--- src/rtl/dest_demux.sv ---
// Destination demux: routes the arbiter's popped word stream into output FIFOs P4..P7
// through a 2-entry in-order skid queue. Define DEST_DEMUX_COUNT_EN for saturating push counters.
module dest_demux #(
  parameter int DATA_WIDTH = 6,
  parameter int CNT_WIDTH  = 8
) (
  input  logic                  clk,
  input  logic                  reset,
  input  logic                  valid_in,
  input  logic [DATA_WIDTH-1:0] data_in,
  input  logic                  almost_full_P4,
  input  logic                  almost_full_P5,
  input  logic                  almost_full_P6,
  input  logic                  almost_full_P7,
  output logic                  push_P4,
  output logic                  push_P5,
  output logic                  push_P6,
  output logic                  push_P7,
  output logic [DATA_WIDTH-1:0] data_out,
  output logic                  stall,
  output logic                  err_overflow
`ifdef DEST_DEMUX_COUNT_EN
  ,
  output logic [CNT_WIDTH-1:0]  count_P4,
  output logic [CNT_WIDTH-1:0]  count_P5,
  output logic [CNT_WIDTH-1:0]  count_P6,
  output logic [CNT_WIDTH-1:0]  count_P7
`endif
);

  typedef enum logic [1:0] {EMPTY, ONE, TWO} state_t;

  state_t                state;
  logic [DATA_WIDTH-1:0] q_head;
  logic [DATA_WIDTH-1:0] q_tail;
  logic [3:0]            push_vec;

  logic [DATA_WIDTH-1:0] cand;
  logic                  cand_valid;
  logic [1:0]            cand_dest;
  logic [3:0]            af_vec;
  logic                  emit;

  // The queue head always wins over a new arrival, so ordering is strictly preserved.
  always_comb begin
    cand       = (state != EMPTY) ? q_head : data_in;
    cand_valid = (state != EMPTY) || valid_in;
    cand_dest  = cand[DATA_WIDTH-1:DATA_WIDTH-2];
    af_vec     = {almost_full_P7, almost_full_P6, almost_full_P5, almost_full_P4};
    emit       = cand_valid && !af_vec[cand_dest];
  end

  always_ff @(posedge clk or negedge reset) begin
    if (!reset) begin
      state        <= EMPTY;
      q_head       <= '0;
      q_tail       <= '0;
      push_vec     <= '0;
      data_out     <= '0;
      stall        <= 1'b0;
      err_overflow <= 1'b0;
    end else begin
      push_vec <= emit ? (4'b0001 << cand_dest) : 4'b0000;
      if (emit) data_out <= cand;

      case (state)
        EMPTY: begin
          if (valid_in && !emit) begin
            q_head <= data_in;
            state  <= ONE;
            stall  <= 1'b1;
          end else begin
            stall  <= 1'b0;
          end
        end
        ONE: begin
          stall <= 1'b1;
          if (emit && valid_in) begin
            q_head <= data_in;
          end else if (emit) begin
            state  <= EMPTY;
            stall  <= 1'b0;
          end else if (valid_in) begin
            q_tail <= data_in;
            state  <= TWO;
          end
        end
        TWO: begin
          stall <= 1'b1;
          if (emit) begin
            q_head <= q_tail;
            if (valid_in) q_tail <= data_in;
            else          state  <= ONE;
          end else if (valid_in) begin
            err_overflow <= 1'b1;
          end
        end
        default: state <= EMPTY;
      endcase
    end
  end

  assign push_P4 = push_vec[0];
  assign push_P5 = push_vec[1];
  assign push_P6 = push_vec[2];
  assign push_P7 = push_vec[3];

`ifdef DEST_DEMUX_COUNT_EN
  logic [CNT_WIDTH-1:0] cnt [4];

  // Counters follow the registered strobes and stick at all-ones rather than wrapping.
  always_ff @(posedge clk or negedge reset) begin
    if (!reset) begin
      for (int i = 0; i < 4; i++) cnt[i] <= '0;
    end else begin
      for (int i = 0; i < 4; i++)
        if (push_vec[i] && (cnt[i] != '1)) cnt[i] <= cnt[i] + CNT_WIDTH'(1);
    end
  end

  assign count_P4 = cnt[0];
  assign count_P5 = cnt[1];
  assign count_P6 = cnt[2];
  assign count_P7 = cnt[3];
`endif

endmodule

--- config.mk ---
export PLATFORM = sky130hd
export DESIGN_NAME = dest_demux
export DESIGN_NICKNAME = d
export VERILOG_FILES = /design/src/rtl/dest_demux.sv
export SDC_FILE = /design/constraint.sdc
export NUM_CORES = 1
export LEC_CHECK = 0
export CAP_MARGIN = 40
export CELL_PAD_IN_SITES_DETAIL_PLACEMENT = 1
export CELL_PAD_IN_SITES_GLOBAL_PLACEMENT = 2
export CORE_ASPECT_RATIO = 1.25
export CORE_MARGIN = 2
export CORE_UTILIZATION = 32
export DETAILED_ROUTE_END_ITERATION = 7
export HOLD_SLACK_MARGIN = 0.06
export PLACE_DENSITY_LB_ADDON = 0.25
export SLEW_MARGIN = 40
export SYNTH_ARGS = -nofsm -noshare
export SYNTH_HDL_FRONTEND = slang
export SYNTH_SLANG_ARGS = --single-unit
--- constraint.sdc ---
create_clock -name clk -period 2.98 [get_ports clk]
set_input_delay 0.298 -clock clk [delete_from_list [all_inputs] [get_ports clk]]
set_output_delay 0.298 -clock clk [all_outputs]
set_load 0.1 [all_outputs]
Word-level counts from Yosys, hierarchy flattened

Cells that the tools add are included.

Bits in registers: 26
Input port bits: 13
Output and inout port bits: 12
Word-level logic and storage cells: 57

Magnitude comparators: 1
Equality and inequality tests: 9
Shifts and indexed selects: 1
Mux-type cells: 24
Bitwise gates (word level): 1
Reductions and logical operators: 14

Operator list:

| operator                                                              | count |
|---|---|
| 6-bit 2-to-1 mux                                                      | 8 |
| 6-bit one-hot mux with 3 select lines                                 | 1 |
| 2-bit 2-to-1 mux                                                      | 6 |
| 2-bit inequality test (second input constant)                         | 6 |
| 6-bit one-hot mux with 2 select lines                                 | 1 |
| 4-bit AND reduction                                                   | 2 |
| 2-bit one-hot mux with 3 select lines                                 | 1 |
| 5-bit AND reduction                                                   | 1 |
| 1-bit 2-to-1 mux                                                      | 4 |
| 4-bit 2-to-1 mux                                                      | 1 |
| 2-bit nonzero test                                                    | 2 |
| 1-bit by 2-bit << shifter with 4-bit output (first input constant)    | 1 |
| 1-bit logical AND                                                     | 3 |
| 2-bit by 3-bit < comparator with 1-bit output (second input constant) | 1 |
| 3-bit inequality test (second input constant)                         | 1 |
| 1-bit one-hot mux with 3 select lines                                 | 1 |
| 3-bit AND reduction                                                   | 1 |
| 3-bit nonzero test                                                    | 1 |
| 1-bit binary-select mux with 2-bit select                             | 1 |
| 2-bit by 1-bit == test with 1-bit output (second input constant)      | 1 |
| 2-bit == test (second input constant)                                 | 1 |
| 1-bit zero test                                                       | 2 |
| 2-bit zero test                                                       | 1 |
| 1-bit logical OR                                                      | 1 |
| 1-bit inverter                                                        | 1 |

Longest topological paths before layout

Depth in word-level cells: 10
Gate-level depth with buffers: 10

Worst setup path after synthesis

OpenSTA, ideal clock, no wires.

Path kind: register to register
Start point: register state[0]
End point: register q_tail[0]
Arrival time: 2.081 ns
Slack: 0.774 ns
Cell stages (with the launch flop): 10
Period minus slack after synthesis: 2.206 ns
Cell sequence: dfrtp_1 -> inv_1 -> ha_1 -> buf_4 -> nand2b_1 -> o22ai_1 -> a211o_1 -> buf_6 -> mux2i_4 -> mux2_2

Word-level cells in the longest chain between the ends: 9

RTL lines:

| what                                      | line   | source |
|---|---|---|
| start, declared                           | 33     | `state_t state;` |
| start signal, assigned                    | 55     | `state <= EMPTY;` |
| start signal, assigned                    | 70     | `state <= ONE;` |
| start signal, assigned                    | 81     | `state <= EMPTY;` |
| 2-bit nonzero test                        | 46, 47 |  |
| 6-bit 2-to-1 mux                          | 46     | `cand = (state != EMPTY) ? q_head : data_in;` |
| 1-bit binary-select mux with 2-bit select | 50     | `emit = cand_valid && !af_vec[cand_dest];` |
| 1-bit 2-to-1 mux (implied by the code)    | 50     |  |
| 1-bit zero test                           | 50     |  |
| 1-bit logical AND                         | 50     |  |
| 1-bit logical AND                         | 78     | `if (emit && valid_in) begin` |
| 2-bit inequality test (no line)           | n/a    |  |
| 4-bit AND reduction (no line)             | n/a    |  |
| end signal, assigned                      | 84     | `q_tail <= data_in;` |
| end signal, assigned                      | 92     | `if (valid_in) q_tail <= data_in;` |
| end, declared                             | 35     | `logic [DATA_WIDTH-1:0] q_tail;` |

Parallel ways exist; a longest one is shown, timed or not. The select of a mux whose other input is x is not followed.
A chain may end at the register's enable or synchronous reset.

Worst setup path in the final report

Start point: register state[1]
End point: register q_tail[1]

The elaborated chain is that of the path after synthesis.

==> impl_metrics.env <==
export IMPL_coreArea_sq_mm=0.00439
export IMPL_syn_num_nets=152
export IMPL_ys_flop_type="dfrtp_1"
export IMPL_hold_viol=0
export IMPL_slew_limit_headroom=0.549
export IMPL_dp_hpwl_microns=2530
export IMPL_cts_resized=0
export IMPL_ant_nets=0
export IMPL_cp_data_arrival_time_ps=2830
export IMPL_gp_congestion=0.716
export IMPL_io_buffer_count=24
export IMPL_worst_path_dominant_cell_family="multiplexers"
export IMPL_track_usage=0.147
export IMPL_path_buf_inv=1
export IMPL_clk_latency_ps=260
export IMPL_tightestPinTransition_ps=677
export IMPL_syn_cell_area_sq_mm=0.00147
export IMPL_grt_pass1_vias=1153
export IMPL_finalSetupViolCount=0
export IMPL_cp_end_kind="flop"
export IMPL_ys_seq_area_frac=0.444
export IMPL_vias=1093
export IMPL_routedWlPerCell_microns=16.0
export IMPL_min_path_type="in -> async"
export IMPL_area_delta_synth_final_pct=19.5
export IMPL_h_tree_depth=1
export IMPL_cts_tree="built"
export IMPL_min_period_ps=2670
export IMPL_fill_cells=492
export IMPL_via_per_inst=5.13
export IMPL_clockBufferDepth=2
export IMPL_die_w_microns=64.5
export IMPL_cts_buffers=3
export IMPL_synth_edf_count=0
export IMPL_row_count=27
export IMPL_synth_cells=135
export IMPL_grt_max_degree=27
export IMPL_synthDistinctLibCells=38
export IMPL_synthArstFlopShare=1.00
export IMPL_clockRootBuffer="clkbuf_8"
export IMPL_yosysWarningCount=0
export IMPL_n_antenna_cell=0
export IMPL_fin_crit_sh=0.897
export IMPL_die_y_microns=79.7
export IMPL_path_cells="inv_1 -> ha_1 -> nor3b_1 -> o21a_1 -> a211o_1 -> mux2i_4 -> mux2_2"
export IMPL_post_route_drc_count=0
export IMPL_syn_avg_cell_area_sq_um=10.9
export IMPL_drive_gt1_frac=0.258
export IMPL_slowest_stage="dfrtp_1"
export IMPL_post_cts_setup_buffers=0
export IMPL_cp_depth=7
export IMPL_drt_pass1_iter_count=4
export IMPL_io_pins=25
export IMPL_grt_pass1_wl_microns=5870
export IMPL_ys_ff_latch=26
export IMPL_slew_viol_final=0
export IMPL_antenna_found_initial=0
export IMPL_layout_common_cells="dfrtp_1 (26), mux2_2 (17), buf_4 (15)"
export IMPL_fin_tns_setup_ps=0
export IMPL_rsz0062_at_grt="false"
export IMPL_drv_cap=0
export IMPL_cp_max_fo=11
export IMPL_nets=174
export IMPL_fmax_mhz=374
export IMPL_cts_hold_buf=0
export IMPL_whs_ps=394
export IMPL_final_common_cell="dfrtp_1"
export IMPL_wirelength_microns=3420
export IMPL_clkTransAtPathRegs_ps=90
export IMPL_crit_required_ps=3140
export IMPL_cts_sink_count=26
export IMPL_cp_start_kind="flop"
export IMPL_start_util=0.334
export IMPL_detail_route_iter0_violations=37
export IMPL_worst_clock_skew_ps=2.89
export IMPL_die_area_sq_mm=0.00514
export IMPL_outcome="finished clean"
export IMPL_cpPeakStageDelay_ps=450
export IMPL_worst_setup_path_type="reg -> reg"
export IMPL_grt_overflow=0
export IMPL_reg2regPathDepth=7
## path summary, 6_finish.rpt
path | to | slack (ps) | start
setup / recovery | q_tail[1] | 310 | state[1]
hold / removal | stall | 390 | reset
setup reg to reg | q_tail[1] | 310 | state[1]
hold reg to reg | err_overflow | 500 | err_overflow
max in group asynchronous | push_vec[2] | 2320 | reset
min in group clk | err_overflow | 500 | err_overflow
## logic make-up after synthesis
family / share of synthesized area
AOI/OAI and AO/OA: 0.134
buffers and inverters: 0.0554
and+or+nand+nor: 0.120
muxes: 0.212
adders and majority gates: 0.0341
DFF: 0.444
## per-layer routing
metal / routed length, microns / track usage
met1: 1560 / 0.192
met3: 84 / 0.0183
met2: 1750 / 0.257
met4: 25 / 0.0383
met5: 0 / 0
## stage by stage
step	setup slack (ps)	util	area [sq um]	instances
after detailed placement	293	0.389	1710	210
after global routing	122	0.399	1750	213
final	307	0.399	1750	213
after CTS	296	0.399	1750	213
after floorplan	774	-	1470	135
after global placement	377	0.391	1720	210
## layout make-up
cell class	count	area [sq um]	share of cell area
multi-input cells	94	734	0.419
flip-flops and latches	26	651	0.371
repair buffers	28	238	0.136
well taps	58	72.6	0.0414
clock buffers	3	41.3	0.0236
inverters	4	15.0	0.00857
## cells in the mapped netlist (2+ instances only)
cell type,number,area share
dfrtp_1,26,0.44
mux2_2,17,0.13
o21ai_0,14,0.048
nor2_1,10,0.026
mux2i_1,6,0.041
clkbuf_1,5,0.013
a211oi_1,4,0.020
ha_1,4,0.034
inv_1,4,0.010
nand2_1,4,0.010
nand2b_1,3,0.013
nand3b_1,3,0.015
nor2b_1,3,0.013
a21oi_1,2,0.0068
a31oi_1,2,0.0085
and2_1,2,0.0085
buf_4,2,0.010
buf_6,2,0.015
mux2i_4,2,0.031
nand3_1,2,0.0068
## sequential cells by signal, indices dropped and copies added, names as in the netlist
signal / flops
data_out: 6
err_overflow: 1
state: 2
q_head: 6
q_tail: 6
stall: 1
push_vec: 4
Power is not shown: default switching activity piles up to over one toggle a cycle in this logic, so the estimate is an artifact.
